`config.mk`:
```
export PLATFORM = sky130hd
export DESIGN_NAME = spi_slave_param
export DESIGN_NICKNAME = d
export VERILOG_FILES = /design/src/rtl/spi_slave_param.sv
export SDC_FILE = /design/constraint.sdc
export NUM_CORES = 1
export LEC_CHECK = 0
export CORE_UTILIZATION = 41
export CTS_CLUSTER_SIZE = 20
export DETAILED_ROUTE_END_ITERATION = 7
export MAX_ROUTING_LAYER = met4
export PLACE_DENSITY = 0.66
export SYNTH_ARGS = -nofsm -noshare
export SYNTH_HDL_FRONTEND = slang
export SYNTH_SLANG_ARGS = --single-unit
```
`constraint.sdc`:
```
create_clock -name clk -period 4.9 [get_ports clk]
set_input_delay 0.98 -clock clk [delete_from_list [all_inputs] [get_ports clk]]
set_output_delay 0.98 -clock clk [all_outputs]
set_load 0.1 [all_outputs]
```
`src/rtl/spi_slave_param.sv`:
```
// SPI slave front-end for the single-port RAM subsystem. Each frame is a 2-bit command
// followed by a DATA_W-bit payload. Read-data frames return tx_data on MISO, MSB first.
module spi_slave_param #(
  parameter int unsigned DATA_W     = 8,
  parameter int unsigned TX_TIMEOUT = 16
) (
  input  logic              clk,
  input  logic              rst_n,
  input  logic              SS_n,
  input  logic              MOSI,
  output logic              MISO,
  output logic [DATA_W+1:0] rx_data,
  output logic              rx_valid,
  input  logic [DATA_W-1:0] tx_data,
  input  logic              tx_valid,
  output logic              tx_ready,
  output logic              busy,
  output logic              frame_err,
  output logic [1:0]        err_cause
);

  localparam int unsigned FrameW = DATA_W + 2;
  localparam int unsigned CntW   = $clog2(DATA_W + 3);
  localparam int unsigned WaitW  = $clog2(TX_TIMEOUT + 1);

  typedef enum logic [2:0] {StIdle, StChkCmd, StRecv, StWaitTx, StSend, StDone} state_e;

  state_e              state_q, state_d;
  logic [CntW-1:0]     cnt_q, cnt_d;
  logic [WaitW-1:0]    wait_q, wait_d;
  logic [FrameW-1:0]   frame_q, frame_d;
  logic [DATA_W-1:0]   tx_sh_q, tx_sh_d;
  logic                miso_q, miso_d;
  logic [FrameW-1:0]   rx_data_q, rx_data_d;
  logic                rx_valid_q, rx_valid_d;
  logic                frame_err_q, frame_err_d;
  logic [1:0]          err_cause_q, err_cause_d;
  logic                rd_addr_seen_q, rd_addr_seen_d;

  logic [FrameW-1:0]   frame_shift;
  logic [1:0]          cmd;
  logic                abort;

  always_comb begin
    state_d        = state_q;
    cnt_d          = cnt_q;
    wait_d         = wait_q;
    frame_d        = frame_q;
    tx_sh_d        = tx_sh_q;
    miso_d         = miso_q;
    rx_data_d      = rx_data_q;
    rx_valid_d     = 1'b0;
    frame_err_d    = 1'b0;
    err_cause_d    = err_cause_q;
    rd_addr_seen_d = rd_addr_seen_q;
    frame_shift    = {frame_q[FrameW-2:0], MOSI};
    cmd            = frame_shift[FrameW-1:FrameW-2];
    abort          = SS_n && (state_q inside {StChkCmd, StRecv, StWaitTx, StSend});

    // Deselect mid-transfer outranks frame completion and tx_valid.
    if (abort) begin
      state_d     = StIdle;
      miso_d      = 1'b0;
      frame_err_d = 1'b1;
      err_cause_d = 2'b01;
    end else begin
      unique case (state_q)
        StIdle: begin
          if (!SS_n) begin
            state_d = StChkCmd;
            cnt_d   = '0;
          end
        end
        StChkCmd: begin
          frame_d = frame_shift;
          cnt_d   = CntW'(1);
          state_d = StRecv;
        end
        StRecv: begin
          frame_d = frame_shift;
          if (cnt_q == CntW'(FrameW - 1)) begin
            cnt_d      = CntW'(FrameW);
            rx_data_d  = frame_shift;
            rx_valid_d = 1'b1;
            if (cmd == 2'b10) rd_addr_seen_d = 1'b1;
            if (cmd == 2'b11) begin
              rd_addr_seen_d = 1'b0;
              if (!rd_addr_seen_q) begin
                frame_err_d = 1'b1;
                err_cause_d = 2'b11;
              end
              wait_d  = '0;
              state_d = StWaitTx;
            end else begin
              state_d = StDone;
            end
          end else begin
            cnt_d = cnt_q + CntW'(1);
          end
        end
        StWaitTx: begin
          if (tx_valid) begin
            tx_sh_d = tx_data << 1;
            miso_d  = tx_data[DATA_W-1];
            cnt_d   = '0;
            state_d = StSend;
          end else if (wait_q == WaitW'(TX_TIMEOUT - 1)) begin
            wait_d      = WaitW'(TX_TIMEOUT);
            frame_err_d = 1'b1;
            err_cause_d = 2'b10;
            state_d     = StDone;
          end else begin
            wait_d = wait_q + WaitW'(1);
          end
        end
        StSend: begin
          // cnt counts bits already presented on MISO since the capture edge.
          if (cnt_q == CntW'(DATA_W - 1)) begin
            miso_d  = 1'b0;
            state_d = StDone;
          end else begin
            miso_d  = tx_sh_q[DATA_W-1];
            tx_sh_d = tx_sh_q << 1;
            cnt_d   = cnt_q + CntW'(1);
          end
        end
        StDone: begin
          miso_d = 1'b0;
          if (SS_n) state_d = StIdle;
        end
        default: state_d = StIdle;
      endcase
    end
  end

  always_ff @(posedge clk) begin
    if (!rst_n) begin
      state_q        <= StIdle;
      cnt_q          <= '0;
      wait_q         <= '0;
      frame_q        <= '0;
      tx_sh_q        <= '0;
      miso_q         <= 1'b0;
      rx_data_q      <= '0;
      rx_valid_q     <= 1'b0;
      frame_err_q    <= 1'b0;
      err_cause_q    <= 2'b00;
      rd_addr_seen_q <= 1'b0;
    end else begin
      state_q        <= state_d;
      cnt_q          <= cnt_d;
      wait_q         <= wait_d;
      frame_q        <= frame_d;
      tx_sh_q        <= tx_sh_d;
      miso_q         <= miso_d;
      rx_data_q      <= rx_data_d;
      rx_valid_q     <= rx_valid_d;
      frame_err_q    <= frame_err_d;
      err_cause_q    <= err_cause_d;
      rd_addr_seen_q <= rd_addr_seen_d;
    end
  end

  assign MISO      = miso_q;
  assign rx_data   = rx_data_q;
  assign rx_valid  = rx_valid_q;
  assign frame_err = frame_err_q;
  assign err_cause = err_cause_q;
  assign tx_ready  = (state_q == StWaitTx);
  assign busy      = (state_q != StIdle);

endmodule

```
==> key figures, run 1 <==
Synthesis
  – Simple logic cell fraction of the synthesized area: 23.6%
  – Cells after Synth: 248
  – Seq/Total Area, Yosys: between 30% and 40%
  – Synth Area in XOR/XNOR: 0.387%
  – Post-synth EDFFs: 0
  – Predominant post-synthesis flop cell: dfxtp_1
  – Yosys reg bits: 44
  – Post-Synth Adder-Cell Area: 2.21%
  – Syn. warnings: 0
  – Mapped Nets: 265
  – Synth Area in Compound Gates: between 20% and 30%
  – Syn Area/Cell: around 9 um2
  – Largest family of logic cells by synthesized area: simple AND/OR/NAND/NOR gates
  – Mapped Area: ~2300 um2
  – Post-synth ARST share: 0%
  – Multiplexer fraction of the synthesized cell area: a little under a tenth
  – Yosys cell types: 56

Floorplanning
  – Row count: 26
  – Initial Util: 43.5%
  – Die ar.: 5830 um2
  – IO Pins: 30
  – Die width: between 70 and 80 um
  – DIE HEIGHT: approximately 76 um
  – Core Box Area: 5200 um2

Global routing
  – Largest net degree at the start of global routing: 29
  – Global-route wire length before repair: between 7000 and 8000 um
  – Initial antenna violation count: 0
  – Overflow after GRT: 0
  – Number of global-route vias before repair: 1687
  – All-Layer GR Usage: between 10% and 20%

Pwr
  – Worst IR drop on VDD: 0.297 mV
  – P_leak: 0.995 nW
  – Pint: 0.625 mW
  – Pwr dens: approximately 400 nW/um2
  – Seq pwr share: 42.4%
  – Clock power frac: 22.1%
  – Sw Ratio: 40.7%
  – Gate power share: 35.6%
  – Final Power: 1.05 mW
  – Net Sw Power: 0.429 mW

Worst setup path
  – Worst Path Buf+Inv: 2
  – CP startpoint: state_q[0]$_SDFFE_PP0P_
  – CP Cell Sequence: nand3b_4, inv_1, clkdlybuf4s50_1
  – Crit-path max cell delay: around 1.1 ns
  – Crit. End Element: primary output
  – Setup crit end: tx_ready
  – Family with the most delay on the worst path: buffers and inverters
  – Critical path depth: 3
  – R2R setup slack: 2.28 ns
  – Critical path data arrival time: around 2.7 ns
  – Reg2Reg Depth: 4
  – Crit-path slowest cell: clkdlybuf4s50_1
  – RR Startpoint: state_q[1]$_SDFFE_PP0P_
  – Worst path required time: 3.92 ns
  – CP Class: reg2out
  – Crit start category: register
  – Reg-to-reg critical path endpoint: rd_addr_seen_q$_SDFFE_PN0P_
  – Crit path max fanout: 28

Layout
  – Util after Layout: 51.1%
  – Synth-to-Final Area Change: 17.4%
  – Fraction of layout cells with a size suffix above 1: between 10% and 20%
  – Diodes inserted: 0
  – Layout Nets: 286
  – Post-route cell area: 2660 um2
  – Most frequent cells in the layout: dfxtp_1 (44), nor2_1 (35), clkdlybuf4s50_1 (29)
  – Commonest non-fill, non-tap cell in the layout: dfxtp_1
  – Fill cells: 501

Clocking
  – Num CTS Buffers: 5
  – Clk_lat worst skew: 0.30 ns
  – Number of clock sinks: between 40 and 50
  – Bufs on Longest Clock Path: 2
  – Worst-path clk slew: 0.09 ns
  – Hold_buf cts: 0
  – Number of setup buffers added after CTS: 0
  – CTS Root Cell: clkbuf_8
  – PostCTS Resize Cnt: 0
  – H-tree levels: 2
  – CTS tree: done

Route
  – Routed vias/inst: approximately 5.6
  – Drt initial violations: 208
  – Vias: between 1500 and 2000
  – Post-Route WL: 4730 um
  – WL per Instance: 13.9 um
  – Antenna Nets Post-Route: 0
  – Number of remaining DRC errors: 0
  – Pre-antenna DRT Iters: 4

Worst hold path
  – Hold WC Path Type: reg2reg

Run
  – Number of max-cap violations: 0

Timing
  – Setup TNS: 0 ns
  – Peak Freq: between 0.2 and 0.3 GHz
  – Slew at the pin with the worst max-slew slack: 0.995 ns
  – Slew HR: 33.3%
  – RSZ-0062 raised after global routing: false
  – Max-slew violation count: 0
  – Final setup fails: 0
  – Final Hold Viols: 0
  – Crit share post-route: roughly three quarters
  – Fin crit period: 3.68 ns
  – Skew final: 0.00661 ns

Place
  – RePlAce Congestion: 0.853
  – Post-DP HPWL: 3250 um
  – Port Buffer Count: 29
  – Post-place instance area: 2570 um2

Outcome
  – Status: finished clean
==> Yosys cell counts (3+ instances only) <==
cell type | n | share of area [%]
dfxtp_1 | 44 | 39
nor2_1 | 35 | 5.8
mux2i_1 | 21 | 9.3
nand2_1 | 17 | 2.8
o21ai_0 | 15 | 3.3
a21oi_1 | 10 | 2.2
inv_1 | 10 | 1.7
clkbuf_1 | 8 | 1.3
nor3_1 | 7 | 1.5
buf_2 | 5 | 1.1
a211oi_1 | 4 | 1.3
a311oi_1 | 4 | 1.5
ha_1 | 4 | 2.2
nand2b_1 | 4 | 1.1
nand3_1 | 4 | 0.88
a311oi_2 | 3 | 2.0
a31o_2 | 3 | 1.2
a31oi_1 | 3 | 0.83
nand3b_1 | 3 | 0.99
==> state kept, by name, summed over array words and instances (netlist names) <==
signal and count:
tx_sh_q 7, wait_q 5, state_q 3, frame_err 1
frame_q 9, err_cause 2, rd_addr_seen_q 1, MISO 1
cnt_q 4, rx_valid 1, rx_data 10
==> worst register-to-register path, cell delays in order (launching register included) <==
cell and delay, ns:
dfxtp_1 0.81, or3b_1 0.49, nor3_2 0.78, nand2_1 0.16, a31o_2 0.28
==> worst min-delay path by stage <==
stage	endpoint	start	slack, ns	depth (start not counted)
2_1_floorplan	tx_sh_q[1]$_SDFFE_PN0P_	tx_sh_q[1]$_SDFFE_PN0P_	0.45	2
3_3_place_gp	err_cause[0]$_SDFFE_PN0P_	err_cause[0]$_SDFFE_PN0P_	0.46	2
3_5_place_dp	tx_sh_q[1]$_SDFFE_PN0P_	tx_sh_q[1]$_SDFFE_PN0P_	0.47	2
4_1_cts	err_cause[0]$_SDFFE_PN0P_	err_cause[0]$_SDFFE_PN0P_	0.48	2
5_1_grt	err_cause[0]$_SDFFE_PN0P_	err_cause[0]$_SDFFE_PN0P_	0.50	2
6_report	err_cause[0]$_SDFFE_PN0P_	err_cause[0]$_SDFFE_PN0P_	0.47	2
==> final cells by class <==
class	instances	area, um2	share of cell area, %
inverter	11	41.3	1.55
multi-input combinational	177	1260	47.5
clock inverter	3	21.3	0.799
sequential	44	881	33.1
timing repair buffer	30	298	11.2
tap	70	87.6	3.29
clock buffer	5	68.8	2.59
==> stage by stage <==
stage / hold WS, ns / setup slack (ns) / cells
2_1_floorplan: 0.446 / 2.57 / 248
3_3_place_gp: 0.458 / 1.60 / 332
5_1_grt: 0.500 / 1.10 / 340
3_5_place_dp: 0.466 / 1.56 / 332
6_report: 0.468 / 1.22 / 340
4_1_cts: 0.478 / 1.23 / 340
==> power by group through the flow <==
stage | clock network, mW | registers [mW] | logic, mW
4_1_cts | 0.239 | 0.445 | 0.375
5_1_grt | 0.256 | 0.454 | 0.402
3_5_place_dp | 0 | 0.453 | 0.374
3_3_place_gp | 0 | 0.452 | 0.372
2_1_floorplan | 0 | 0.453 | 0.308
6_report | 0.233 | 0.446 | 0.375
==> cell families (layout without fill, tap and decap cells) <==
family          after synthesis  count (layout)
xor+xnor                      1               1
flops                        44              44
simple gates                 94              94
fa+ha+maj                     4               4
compound gates               57              57
buf+inv                      27              49
mux                          21              21
==> per-layer routing <==
metal,track usage (%),vias up,routed length [um]
met5,-,-,0
met1,23.3,894,2390
met3,3.71,5,222
met4,5.77,0,41
met2,25.9,39,2070
li1,-,950,-
No activity file was read; power rests on OpenSTA's default activity.
==> run 2: changes to the inputs <==
==> constraint.sdc (replaced) <==
create_clock -name clk -period 3.8 [get_ports clk]
set_input_delay 0.76 -clock clk [delete_from_list [all_inputs] [get_ports clk]]
set_output_delay 0.76 -clock clk [all_outputs]
set_load 0.1 [all_outputs]
==> key figures, run 2 (synthesized netlist as in run 1, its figures left out) <==
Clocking
  – PostCTS Resize Cnt: 0
  – H-tree levels: 2
  – Bufs on Longest Clock Path: 2
  – Hold_buf cts: 0
  – CTS Root Cell: clkbuf_8
  – Worst-path clk slew: approximately 0.09 ns
  – Number of clock sinks: 44
  – CTS tree: done
  – Num CTS Buffers: 5
  – Number of setup buffers added after CTS: 0
  – Clk_lat worst skew: 0.30 ns

Timing
  – Crit share post-route: 70.6%
  – Skew final: 0.00480 ns
  – Final Hold Viols: 0
  – Hold WS: 0.473 ns
  – Max-slew violation count: 0
  – RSZ-0062 raised after global routing: false
  – Final setup fails: 0
  – Slew at the pin with the worst max-slew slack: around 1.0 ns
  – Fin crit period: ~2.7 ns
  – Slew HR: 32.2%
  – Setup TNS: 0 ns
  – Peak Freq: approximately 0.37 GHz
  – Final setup margin: 1.12 ns

Layout
  – Post-route cell area: 2700 um2
  – Commonest non-fill, non-tap cell in the layout: dfxtp_1
  – Util after Layout: 51.9%
  – Largest register FFs: 10
  – Fraction of layout cells with a size suffix above 1: a little over an eighth
  – Synth-to-Final Area Change: 19.3%
  – Diodes inserted: 0
  – Layout Nets: ~290
  – Most frequent cells in the layout: dfxtp_1 (44), nor2_1 (35), clkdlybuf4s50_1 (27)
  – Finished Layout Cells: 343

Pwr
  – P_leak: 1.02 nW
  – Pwr dens: 529 nW/um2
  – Final Power: 1.43 mW
  – Worst IR drop on VDD: 0.272 mV

Floorplanning
  – Die ar.: approximately 5800 um2
  – Initial Util: a little over two fifths
  – Row count: 26
  – Core Box Area: 5200 um2
  – IO Pins: 30
  – Die width: around 76 um
  – DIE HEIGHT: 76.3 um

Route
  – Number of remaining DRC errors: 0
  – Routed vias/inst: 5.57
  – WL per Instance: 14.0 um
  – Drt initial violations: between 150 and 200
  – Met3 wire length: 262 um
  – Vias: 1910
  – WL met1: 2390 um
  – Met2 wire length: approximately 2100 um
  – Antenna Nets Post-Route: 0
  – Top Metal Used: met4
  – Post-Route WL: 4790 um
  – Pre-antenna DRT Iters: 4

Place
  – Place WS: 1.11 ns
  – Post-DP HPWL: ~3400 um
  – Post-place instance area: around 2600 um2
  – RePlAce Congestion: just over 0.9
  – Placed cell count: roughly 340
  – Port Buffer Count: 29

Global routing
  – Initial antenna violation count: 0
  – Global-route wire length before repair: 8270 um
  – Number of global-route vias before repair: approximately 1800
  – All-Layer GR Usage: between 10% and 20%
  – Overflow after GRT: 0
  – Largest net degree at the start of global routing: 29

Worst setup path
  – Crit path max fanout: 28
  – Crit start category: register
  – Worst path required time: 3.04 ns
  – Crit. End Element: primary output
  – Critical path data arrival time: 1.92 ns
  – CP Class: reg2out

Worst hold path
  – Hold WC Path Type: reg2reg

Outcome
  – Status: finished clean

Run
  – Number of max-cap violations: 0
==> run 2: cell types whose count changed in the layout (fill, tap and decap cells not counted), sizes merged <==
cell	before	now
buf	1	6
clkinv	1	0
clkdlybuf4s50	29	27
bufinv	0	1
==> run 2: metal layers <==
layer,GRT usage (%),up-vias
met4,7.88,0
met5,-,-
met2,26.8,55
met3,4.19,9
li1,-,951
met1,23.4,895
==> run 2: final cells by class <==
cell class	count	area [um2]
clock inverters	3	46.3
multi-input cells	177	1260
clock buffers	5	68.8
inverters	11	41.3
fillers	513	2500
well taps	70	87.6
flip-flops and latches	44	881
repair buffers	33	315
==> run 2: where the power goes <==
part	total [mW]	internal, mW	switching [mW]	leakage, nW
clock network	0.368	0.198	0.169	0.0548
registers	0.578	0.496	0.0821	0.356
logic	0.485	0.178	0.307	0.613
total	1.43	0.872	0.558	1.02
==> run 2: worst max-delay path, cell delays in order (launching register included) <==
cell and delay [ns]:
dfxtp_1 1.00, nand3b_4 0.24, inv_1 0.10, buf_4 0.29
==> run 2: final timing paths <==
path                                 from                       to  slack [ns]  cells after the start
hold / removal    tx_sh_q[1]$_SDFFE_PN0P_  tx_sh_q[1]$_SDFFE_PN0P_        0.47                      2
setup / recovery  state_q[0]$_SDFFE_PP0P_                 tx_ready        1.12                      3
setup reg to reg  state_q[0]$_SDFFE_PP0P_  state_q[2]$_SDFFE_PP0P_        1.45                      4
hold reg to reg   tx_sh_q[1]$_SDFFE_PN0P_  tx_sh_q[1]$_SDFFE_PN0P_        0.47                      2
==> run 3: changes to the inputs <==
==> constraint.sdc (replaced) <==
create_clock -name clk -period 2.6 [get_ports clk]
set_input_delay 0.52 -clock clk [delete_from_list [all_inputs] [get_ports clk]]
set_output_delay 0.52 -clock clk [all_outputs]
set_load 0.1 [all_outputs]
==> key figures, run 3 (synthesized netlist as in run 1, its figures left out) <==
Place
  – RePlAce Congestion: 0.840
  – Port Buffer Count: 29
  – Post-place instance area: 2600 um2
  – Post-DP HPWL: 3470 um

Timing
  – RSZ-0062 raised after global routing: false
  – Fin crit period: about 2.1 ns
  – Skew final: 0.0101 ns
  – Final Hold Viols: 0
  – Slew at the pin with the worst max-slew slack: 0.595 ns
  – Slew HR: 60.3%
  – Peak Freq: 0.474 GHz
  – Final setup fails: 0
  – Setup TNS: 0 ns
  – Crit share post-route: 81.2%
  – Max-slew violation count: 0

Floorplanning
  – Core Box Area: between 5000 and 6000 um2
  – Die width: 76.3 um
  – IO Pins: 30
  – DIE HEIGHT: ~76 um
  – Initial Util: a little over two fifths
  – Die ar.: 5830 um2
  – Row count: 26

Layout
  – Diodes inserted: 0
  – Synth-to-Final Area Change: 18.8%
  – Most frequent cells in the layout: dfxtp_1 (44), nor2_1 (35), buf_4 (22)
  – Largest register FFs: 10
  – Post-route cell area: 2690 um2
  – Layout Nets: 292
  – Commonest non-fill, non-tap cell in the layout: dfxtp_1
  – Fraction of layout cells with a size suffix above 1: 19.9%

Clocking
  – Bufs on Longest Clock Path: 2
  – Number of clock sinks: 44
  – CTS tree: done
  – Num CTS Buffers: 5
  – H-tree levels: 2
  – PostCTS Resize Cnt: 0
  – CTS Root Cell: clkbuf_8
  – Number of setup buffers added after CTS: 0
  – Worst-path clk slew: 0.09 ns
  – Clk_lat worst skew: 0.30 ns
  – Hold_buf cts: 0

Route
  – Vias: 1915
  – Routed vias/inst: about 5.5
  – WL per Instance: about 15 um
  – Post-Route WL: 5040 um
  – Pre-antenna DRT Iters: 4
  – Drt initial violations: approximately 100
  – Number of remaining DRC errors: 0
  – Antenna Nets Post-Route: 0

Global routing
  – All-Layer GR Usage: 18.6%
  – Initial antenna violation count: 0
  – Overflow after GRT: 0
  – Global-route wire length before repair: roughly 8600 um
  – Number of global-route vias before repair: 1815
  – Largest net degree at the start of global routing: 33

Worst hold path
  – Hold WC Path Type: reg2reg
  – Worst hold path depth: 2

Worst setup path
  – Crit start category: register
  – Crit path max fanout: 5
  – Crit. End Element: register
  – CP Class: reg2reg
  – Reg2Reg Depth: 6
  – Critical path data arrival time: 2.33 ns
  – Worst path required time: 2.82 ns

Run
  – Number of max-cap violations: 0

Outcome
  – Status: finished clean

Pwr
  – P_leak: 1.07 nW
  – Worst IR drop on VDD: between 0.6 and 0.7 mV
  – Pwr dens: 768 nW/um2
==> run 3: changes by cell type in the layout (fill, tap and decap cells not counted) <==
cell	change
bufinv_16	-1
buf_4	+16
inv_6	+1
buf_12	+2
clkdlybuf4s50_1	-15
==> run 3: cell type report <==
type,count,area [um2]
clock buffer,5,68.8
clock inverter,3,25.0
fill,497,2510
inverter,11,41.3
multi-input combinational,177,1260
sequential,44,881
tap,70,87.6
timing repair buffer,36,325
==> run 3: worst max-delay path: stages, from the launching register on <==
cell	delay [ns]
dfxtp_1	0.39
ha_1	0.20
and3_1	0.17
ha_1	0.27
o32ai_2	0.15
or4_4	0.57
o41ai_2	0.27
==> run 3: per-stage QoR <==
stage / setup slack (ns) / total power, mW / hold WS (ns) / utilization [%] / cells
finish: 0.489 / 2.07 / 0.476 / 51.7 / 346
global route: 0.407 / 2.18 / 0.503 / 51.7 / 346
CTS: 0.498 / 2.08 / 0.483 / 51.7 / 346
detailed placement: 0.329 / 1.63 / 0.469 / 49.9 / 338
global placement: 0.370 / 1.62 / 0.459 / 49.9 / 338
floorplan: 0.708 / 1.43 / 0.446 / - / 248
==> run 3: final timing paths <==
check	to	slack, ns	startpoint
worst min-delay path	err_cause[0]$_SDFFE_PN0P_	0.48	err_cause[0]$_SDFFE_PN0P_
worst max-delay path	state_q[2]$_SDFFE_PP0P_	0.49	wait_q[0]$_SDFFE_PN0P_
worst max register to register	state_q[2]$_SDFFE_PP0P_	0.49	wait_q[0]$_SDFFE_PN0P_
worst min register to register	err_cause[0]$_SDFFE_PN0P_	0.48	err_cause[0]$_SDFFE_PN0P_
==> run 3: power by group <==
part,switching [mW],total (mW),internal (mW)
Sequential,0.0778,0.803,0.725
Clock,0.252,0.448,0.196
Combinational,0.512,0.817,0.305
==> run 3: metal layers <==
layer	part of all wire (%)	GRT usage, %	vias to the layer above
li1	-	-	959
met4	1.4	6.35	0
met5	0	-	-
met1	48	24.0	896
met3	4.8	3.83	8
met2	46	29.0	52
